File: src/rtl/regfile_pkg.sv
// regfile_pkg: shared widths, state encoding and register types for the register-bank write port
package regfile_pkg;
    localparam int NUM_REGS = 32;
    localparam int REG_AW = 5;
    localparam int DATA_W = 32;
    typedef enum logic {INIT, RUN} state_t;
    typedef logic [REG_AW-1:0] reg_addr_t;
    typedef logic [DATA_W-1:0] reg_data_t;
endpackage

File: src/rtl/rr_arbiter.sv
// rr_arbiter: N-way round-robin arbiter, combinational grant with a registered priority pointer
module rr_arbiter #(
    parameter int N = 3,
    localparam int PW = (N > 1) ? $clog2(N) : 1
) (
    input  logic          clk,
    input  logic          rst,
    input  logic [N-1:0]  req,
    output logic [N-1:0]  grant,
    output logic [PW-1:0] gidx,
    output logic          any
);
    logic [PW-1:0] ptr;
    logic [PW-1:0] j;
    always_comb begin
        grant = '0;
        gidx = '0;
        any = 1'b0;
        j = '0;
        for (int k = 0; k < N; k++) begin
            j = PW'((int'(ptr) + k) % N);
            if (!any && req[j]) begin
                grant[j] = 1'b1;
                gidx = j;
                any = 1'b1;
            end
        end
    end
    always_ff @(posedge clk) begin
        if (rst) ptr <= '0;
        else if (any) ptr <= (int'(gidx) == N - 1) ? '0 : gidx + 1'b1;
    end
endmodule

File: src/rtl/regfile_wb_arbiter.sv
// regfile_wb_arbiter: shares the register bank write port among writeback requesters,
// zero-fills r1..r31 after reset and tracks pending writes for RAW hazard detection
module regfile_wb_arbiter
    import regfile_pkg::*;
#(
    parameter int N_REQ = 3
) (
    input  logic                    clk,
    input  logic                    rst,
    input  logic [N_REQ-1:0]        req_valid,
    input  logic [N_REQ*REG_AW-1:0] req_addr,
    input  logic [N_REQ*DATA_W-1:0] req_data,
    output logic [N_REQ-1:0]        req_ready,
    output logic                    we3,
    output reg_addr_t               a3,
    output reg_data_t               wd3,
    input  logic                    sb_set,
    input  reg_addr_t               sb_addr,
    input  reg_addr_t               q1,
    input  reg_addr_t               q2,
    output logic                    busy1,
    output logic                    busy2,
    output logic                    init_done
);
    localparam int PW = $clog2(N_REQ);
    state_t state, state_nxt;
    reg_addr_t idx, ga;
    reg_data_t gd;
    logic [NUM_REGS-1:0] pend, pend_nxt;
    logic running, any;
    logic [PW-1:0] gidx;
    logic [N_REQ-1:0] arb_req;
    // Requests are masked while rst is high so nothing is accepted in the reset cycle
    assign running = (state == RUN) && !rst;
    assign arb_req = running ? req_valid : '0;
    rr_arbiter #(.N(N_REQ)) u_arb (
        .clk  (clk),
        .rst  (rst),
        .req  (arb_req),
        .grant(req_ready),
        .gidx (gidx),
        .any  (any)
    );
    assign ga = req_addr[int'(gidx)*REG_AW +: REG_AW];
    assign gd = req_data[int'(gidx)*DATA_W +: DATA_W];
    always_comb begin
        state_nxt = (state == INIT && idx == reg_addr_t'(NUM_REGS - 1)) ? RUN : state;
        we3 = running ? (any && ga != '0) : 1'b1;
        a3 = running ? (any ? ga : '0) : (rst ? reg_addr_t'(1) : idx);
        wd3 = (running && any) ? gd : '0;
        pend_nxt = pend;
        if (running && any) pend_nxt[ga] = 1'b0;
        if (running && sb_set) pend_nxt[sb_addr] = 1'b1;
        pend_nxt[0] = 1'b0;
    end
    always_ff @(posedge clk) begin
        if (rst) begin
            state <= INIT;
            idx <= reg_addr_t'(1);
            pend <= '0;
        end else begin
            state <= state_nxt;
            idx <= (state == INIT) ? idx + 1'b1 : idx;
            pend <= pend_nxt;
        end
    end
    assign busy1 = pend[q1];
    assign busy2 = pend[q2];
    assign init_done = (state == RUN);
endmodule

File: config.mk
export PLATFORM = sky130hd
export DESIGN_NAME = regfile_wb_arbiter
export DESIGN_NICKNAME = d
export VERILOG_FILES = /design/src/rtl/regfile_pkg.sv /design/src/rtl/rr_arbiter.sv /design/src/rtl/regfile_wb_arbiter.sv
export SDC_FILE = /design/constraint.sdc
export NUM_CORES = 1
export LEC_CHECK = 0
export CELL_PAD_IN_SITES_DETAIL_PLACEMENT = 0
export CELL_PAD_IN_SITES_GLOBAL_PLACEMENT = 2
export CORE_AREA = 5 5 143 145
export DETAILED_ROUTE_END_ITERATION = 8
export DIE_AREA = 0 0 148 150
export GPL_TIMING_DRIVEN = 0
export PLACE_DENSITY = 0.81
export SETUP_SLACK_MARGIN = 0.4
export SLEW_MARGIN = 0
export SYNTH_ARGS = -nofsm -noshare
export SYNTH_HDL_FRONTEND = slang
export SYNTH_SLANG_ARGS = --single-unit
File: constraint.sdc
create_clock -name clk -period 2.96 [get_ports clk]
set_input_delay 0.296 -clock clk [delete_from_list [all_inputs] [get_ports clk]]
set_output_delay 0.296 -clock clk [all_outputs]
set_load 0.03 [all_outputs]
Word level (Yosys, flattened, before mapping)
Index checks and enable logic that the tools add are counted.
W data, S select, Z words.
{"block": "word_totals", "latch_bits": 0, "wordCells": 89, "mem_count": 0, "reg_bits": 40, "ramBits": 0, "input_bits": 132, "out_inout_bits": 44, "romBits": 0}
{"block": "op_classes", "shifts": 2, "eq_ne": 2, "bitwise": 6, "n_reduce_logical": 16, "n_div": 3, "n_mux": 38, "mul": 1, "add_sub_neg": 4, "magnitude_cmp": 12}
{"op": "$mux W32", "n": 3}
{"op": "$shiftx A96 B8 Y32", "n": 1}
{"op": "$mod A32 B3 Y32 const B", "n": 2}
{"op": "$and A32 B32 Y32", "n": 1}
{"op": "$mod A3 B3 Y32 const B", "n": 1}
{"op": "$not A32 Y32", "n": 1}
{"op": "$or A32 B32 Y32", "n": 1}
{"op": "$lt A5 B6 Y1 const B", "n": 4}
{"op": "$mux W5", "n": 3}
{"op": "$shiftx A15 B6 Y5", "n": 1}
{"op": "$mux W1", "n": 14}
{"op": "$logic_and A1 B1 Y1", "n": 12}
{"op": "$mux W3", "n": 4}
{"op": "$bmux W1 S5", "n": 2}
{"op": "$demux W1 S5", "n": 2}
{"op": "$ge A5 B1 Y1 const B", "n": 2}
{"op": "$lt A2 B3 Y1 const B", "n": 3}
{"op": "$mux W2", "n": 4}
{"op": "$bmux W1 S2", "n": 3}
{"op": "$demux W1 S2", "n": 3}
{"op": "$ge A2 B1 Y1 const B", "n": 3}
{"op": "$or A3 B3 Y3", "n": 2}
{"op": "$add A5 B1 Y5 const B", "n": 1}
{"op": "$eq A5 B5 Y1 const B", "n": 1}
{"op": "8 further kinds", "n": 10}

Longest topological paths before layout
{"block": "logic_depth", "word_depth": 23, "ltp_mapped": 12, "depth_no_buf": 9}

Modules after synthesis
Synthesis repeated with hierarchy kept, for this count alone.
{"block": "hier_totals", "cells_unflattened": 508, "area_unflattened_um2": 3930.0}
{"module": "regfile_wb_arbiter", "cells_per_inst": 454, "n_inst": 1, "area_each_um2": 3487.1}
{"module": "rr_arbiter", "cells_per_inst": 54, "n_inst": 1, "area_each_um2": 442.9}

Worst setup path before layout
No wires, ideal clock.
{"block": "synth_timing", "path_type": "register to output", "from": "register u_arb.ptr[0]", "to": "output wd3[10]", "arrival_time_ns": 3.135, "setup_slack_ns": -0.471, "path_stages_with_launch": 12, "cell_sequence": "dfxtp_1 -> inv_1 -> ha_1 -> buf_2 -> or4b_1 -> a32oi_2 -> or2_1 -> buf_6 -> buf_6 -> buf_2 -> nor2_1 -> a211oi_1"}
{"block": "synth_between", "elab_chain_cells": 12}
{"element": "start, declared", "line": "rr_arbiter.sv:13", "text": "logic [PW-1:0] ptr;"}
{"element": "start signal, assigned", "line": "rr_arbiter.sv:31", "text": "else if (any) ptr <= (int'(gidx) == N - 1) ? '0 : gidx + 1'b1;"}
{"element": "branches (longest 11 deep; another with $mod A32 B3 Y32)"}
{"element": "$mux W32 *", "line": "regfile_wb_arbiter.sv:50", "text": "wd3 = (running && any) ? gd : '0;"}
{"element": "end, declared", "line": "regfile_wb_arbiter.sv:16", "text": "output reg_data_t wd3,"}
Mark *: on every way between the ends. The select of a mux whose other input is x is not followed.

Worst setup path in the final report
{"block": "layout_timing", "from": "register u_arb.ptr[1]", "to": "output we3"}
{"block": "layout_between", "elab_chain_cells": 15}
{"element": "branches (longest 13 deep; another with $mod A32 B3 Y32)"}
{"element": "$logic_and A1 B1 Y1 *", "line": "regfile_wb_arbiter.sv:48", "text": "we3 = running ? (any && ga != '0) : 1'b1;"}
{"element": "$mux W1 *", "line": "regfile_wb_arbiter.sv:48"}
{"element": "end, declared", "line": "regfile_wb_arbiter.sv:14", "text": "output logic we3,"}
Marked as above.

==> run metrics <==
static leakage 2.68 nW; CTS Buf Count 5; Slew Limit Fails 0; CP Class flop to output pin; vias in the first global route roughly 5000; ratio of cells with drive above 1 in the final layout 0.462; setup slack, reg-to-reg -310 ps; dominant cell type by area after synthesis dfxtp_1; Fin. Hold Viols 0; Cell Rows 51; Max Root-Sink Buffers 2; Tmin final between 3000 and 4000 ps; TritonRoute pass-1 iters 4; Final HPWL DP approximately 15000 µm; detail-routed via count per cell between 4 and 5; nets@finish approximately 860; cells after synthesis 481; Num Clock Sinks 39; Mean Syn Cell Area approximately 8 µm²; ys flop type dfxtp_1; Cell Area, Synth between 3000 and 4000 µm²; Clock Skew approximately 2.6 ps; Post-synth ARST share 0; register area share after synthesis 0.198; Worst VDD drop roughly 0.2 mV; # DRC 0; post-synth top area share 0.198; final worst slack -406 ps; startpoint types flop; YS warnings 0; H-tree depth 2; Synth-to-Final Area Change 110%; wire per inst 19.7 µm; GR Overflow Total 0; Initial Utilization 0.206; Worst EP arrival 3070 ps; initial antenna violation count 0; Rel. slew slack 0.509; RSZ-0062 raised after global routing true; outcome complete, but fails checks; Antenna Cells 0; FF+latch count, synth 39; Synth area leaders dfxtp_1 (20%), mux4_2 (10%), mux2i_1 (9.4%); 1st-iter DRT viols roughly 190; Synth Net Count just over 600; CP Capture Type output pin; worst slack at placement -1100 ps; Min-Delay Path Class flop to flop; Worst-Skew Late Latency 280 ps; PortBufs 168; Finished Core Util 0.432; Final setup viols 67; I/O pin cnt approximately 180; Max Freq between 200 and 300 MHz; Layout fillers between 1500 and 2000; DRT Wirelength about 19000 µm; Sequential cell area ~800 µm²; core area 19100 µm²; max-cap viol count 0; Root Driver clkbuf_16; Distinct cells, synth 54; failing checks negative setup slack; Required @ worst endpoint 2660 ps; GRT Overall Usage 0.161; final worst-path cycle share 1.14; Crit Path Max Fanout 5; Worst-Margin Slew 736 ps; Antenna Nets Post-Route 0; GPL Wtd Cong 0.858; Worst-path clk slew 60 ps; die area ~22000 µm²; Die X 148 µm; Die Ht 150 µm; pwr dens approximately 190 nW/µm²; multi-input logic area 4100 µm²; Post-synth EDFFs 0; largest net degree at the start of global routing 12; via count about 4700; first-pass GRT wire length approximately 28000 µm; CTS tree yes; hold buffers post-CTS 0
-- synth_stat cells, types with 2 or more instances --
cell type  count
o32a_1         2
and3_1         4
mux2_4         4
nor2b_1        7
nor3_1        23
a211oi_1      49
nor3b_2        2
o211ai_1       5
buf_1          5
a31oi_1        2
a311oi_1       8
nor3_2         8
ha_1           6
nand3_1       11
mux2i_4        3
clkbuf_1      14
or2_1          3
nor2_1        82
or3_1          2
inv_1          5
dfxtp_1       39
or4b_2         3
mux4_2        18
a21oi_1       18
a22oi_1        6
nand2b_1       6
nand2_1       43
mux2_2         4
buf_6          5
o41ai_1        7
a31oi_4        2
o21ai_0        7
or3b_1         2
mux2i_1       37
o21ai_1        7
buf_2         13
and2_1         2
-- layout by cell type (no fill, tap or decap), drive strengths merged, types with 3 or more instances in the layout --
master         instances
or4b                   4
nand2b                 6
ha                     6
nor2b                  7
nand2                 43
o41ai                  7
o211ai                 5
clkdlybuf4s50        124
a311oi                 8
mux2                   8
a31oi                  4
and3                   4
or3b                   3
inv                    5
a21oi                 18
a22oi                  6
a211oi                49
nand3                 11
mux4                  18
mux2i                 40
nor3                  31
dfxtp                 39
nor2                  82
or2                    4
o21ai                 14
buf                  126
nor3b                  3
clkbuf                24
-- timing repair --
action,CTS,global route
gates resized for setup,398,66
cloned,6,1
pin swaps,18,35
endpoints found under the setup margin,76,76
setup buffers,34,21
-- worst paths after layout --
| kind | start | cells after the start | to |
|---|---|---|---|
| worst max register to register | u_arb.ptr[0] | 16 | pend[20] |
| worst min-delay path | pend[4] | 2 | pend[4] |
| worst max-delay path | u_arb.ptr[1] | 12 | we3 |
| worst min register to register | pend[4] | 2 | pend[4] |
-- power breakdown --
part,switching (mW),internal [mW]
clock network,0.219,0.359
logic,0.201,0.247
registers,0.00555,0.529
-- registers in the layout, indices dropped and copies added, names as in the netlist --
register	count
idx	5
init_done	1
pend	31
u_arb.ptr	2
-- stage by stage --
step                cell area [µm²]  setup TNS [ps]  hold slack, ps  instances  power [mW]
floorplan                      4730           -12.7             442        481       0.694
global placement               6710          -38200             480        887       0.917
detailed placement             6710          -41030             488        887       0.922
CTS                            7770           -8940             514        935        1.54
global route                   8250          -20710             542        957        1.62
finish                         8250          -15210             513        957        1.56
-- layout make-up --
class,instances,area share
tap,238,0.0361
clock buffer,8,0.0190
multi-input combinational,400,0.497
timing repair buffer,230,0.299
inverter,5,0.00288
buffer,37,0.0505
sequential,39,0.0957
-- logic make-up after synthesis --
family,count (synthesis),share of synthesized area
compound gates,122,0.232
fa+ha+maj,6,0.0191
simple gates,204,0.252
xor+xnor,2,0.00445
mux,66,0.241
buf+inv,42,0.0537
flops,39,0.198
-- metal layers --
metal	track usage	vias up	wire, µm
met5	0	-	0
li1	-	2261	-
met2	0.309	161	9990
met3	0.0385	16	1350
met1	0.182	2307	7350
met4	0.0333	0	202
-- critical path, stage by stage, from the launching register on --
cell and delay (ps):
dfxtp_4 390, inv_4 50, ha_4 150, buf_6 120
mux2_4 290, or3_4 330, a32oi_2 220, or2_1 170
buf_6 140, mux2_4 330, nor4_4 310, o21ai_4 90
buf_6 180
Power figures use the tool's default switching activity.
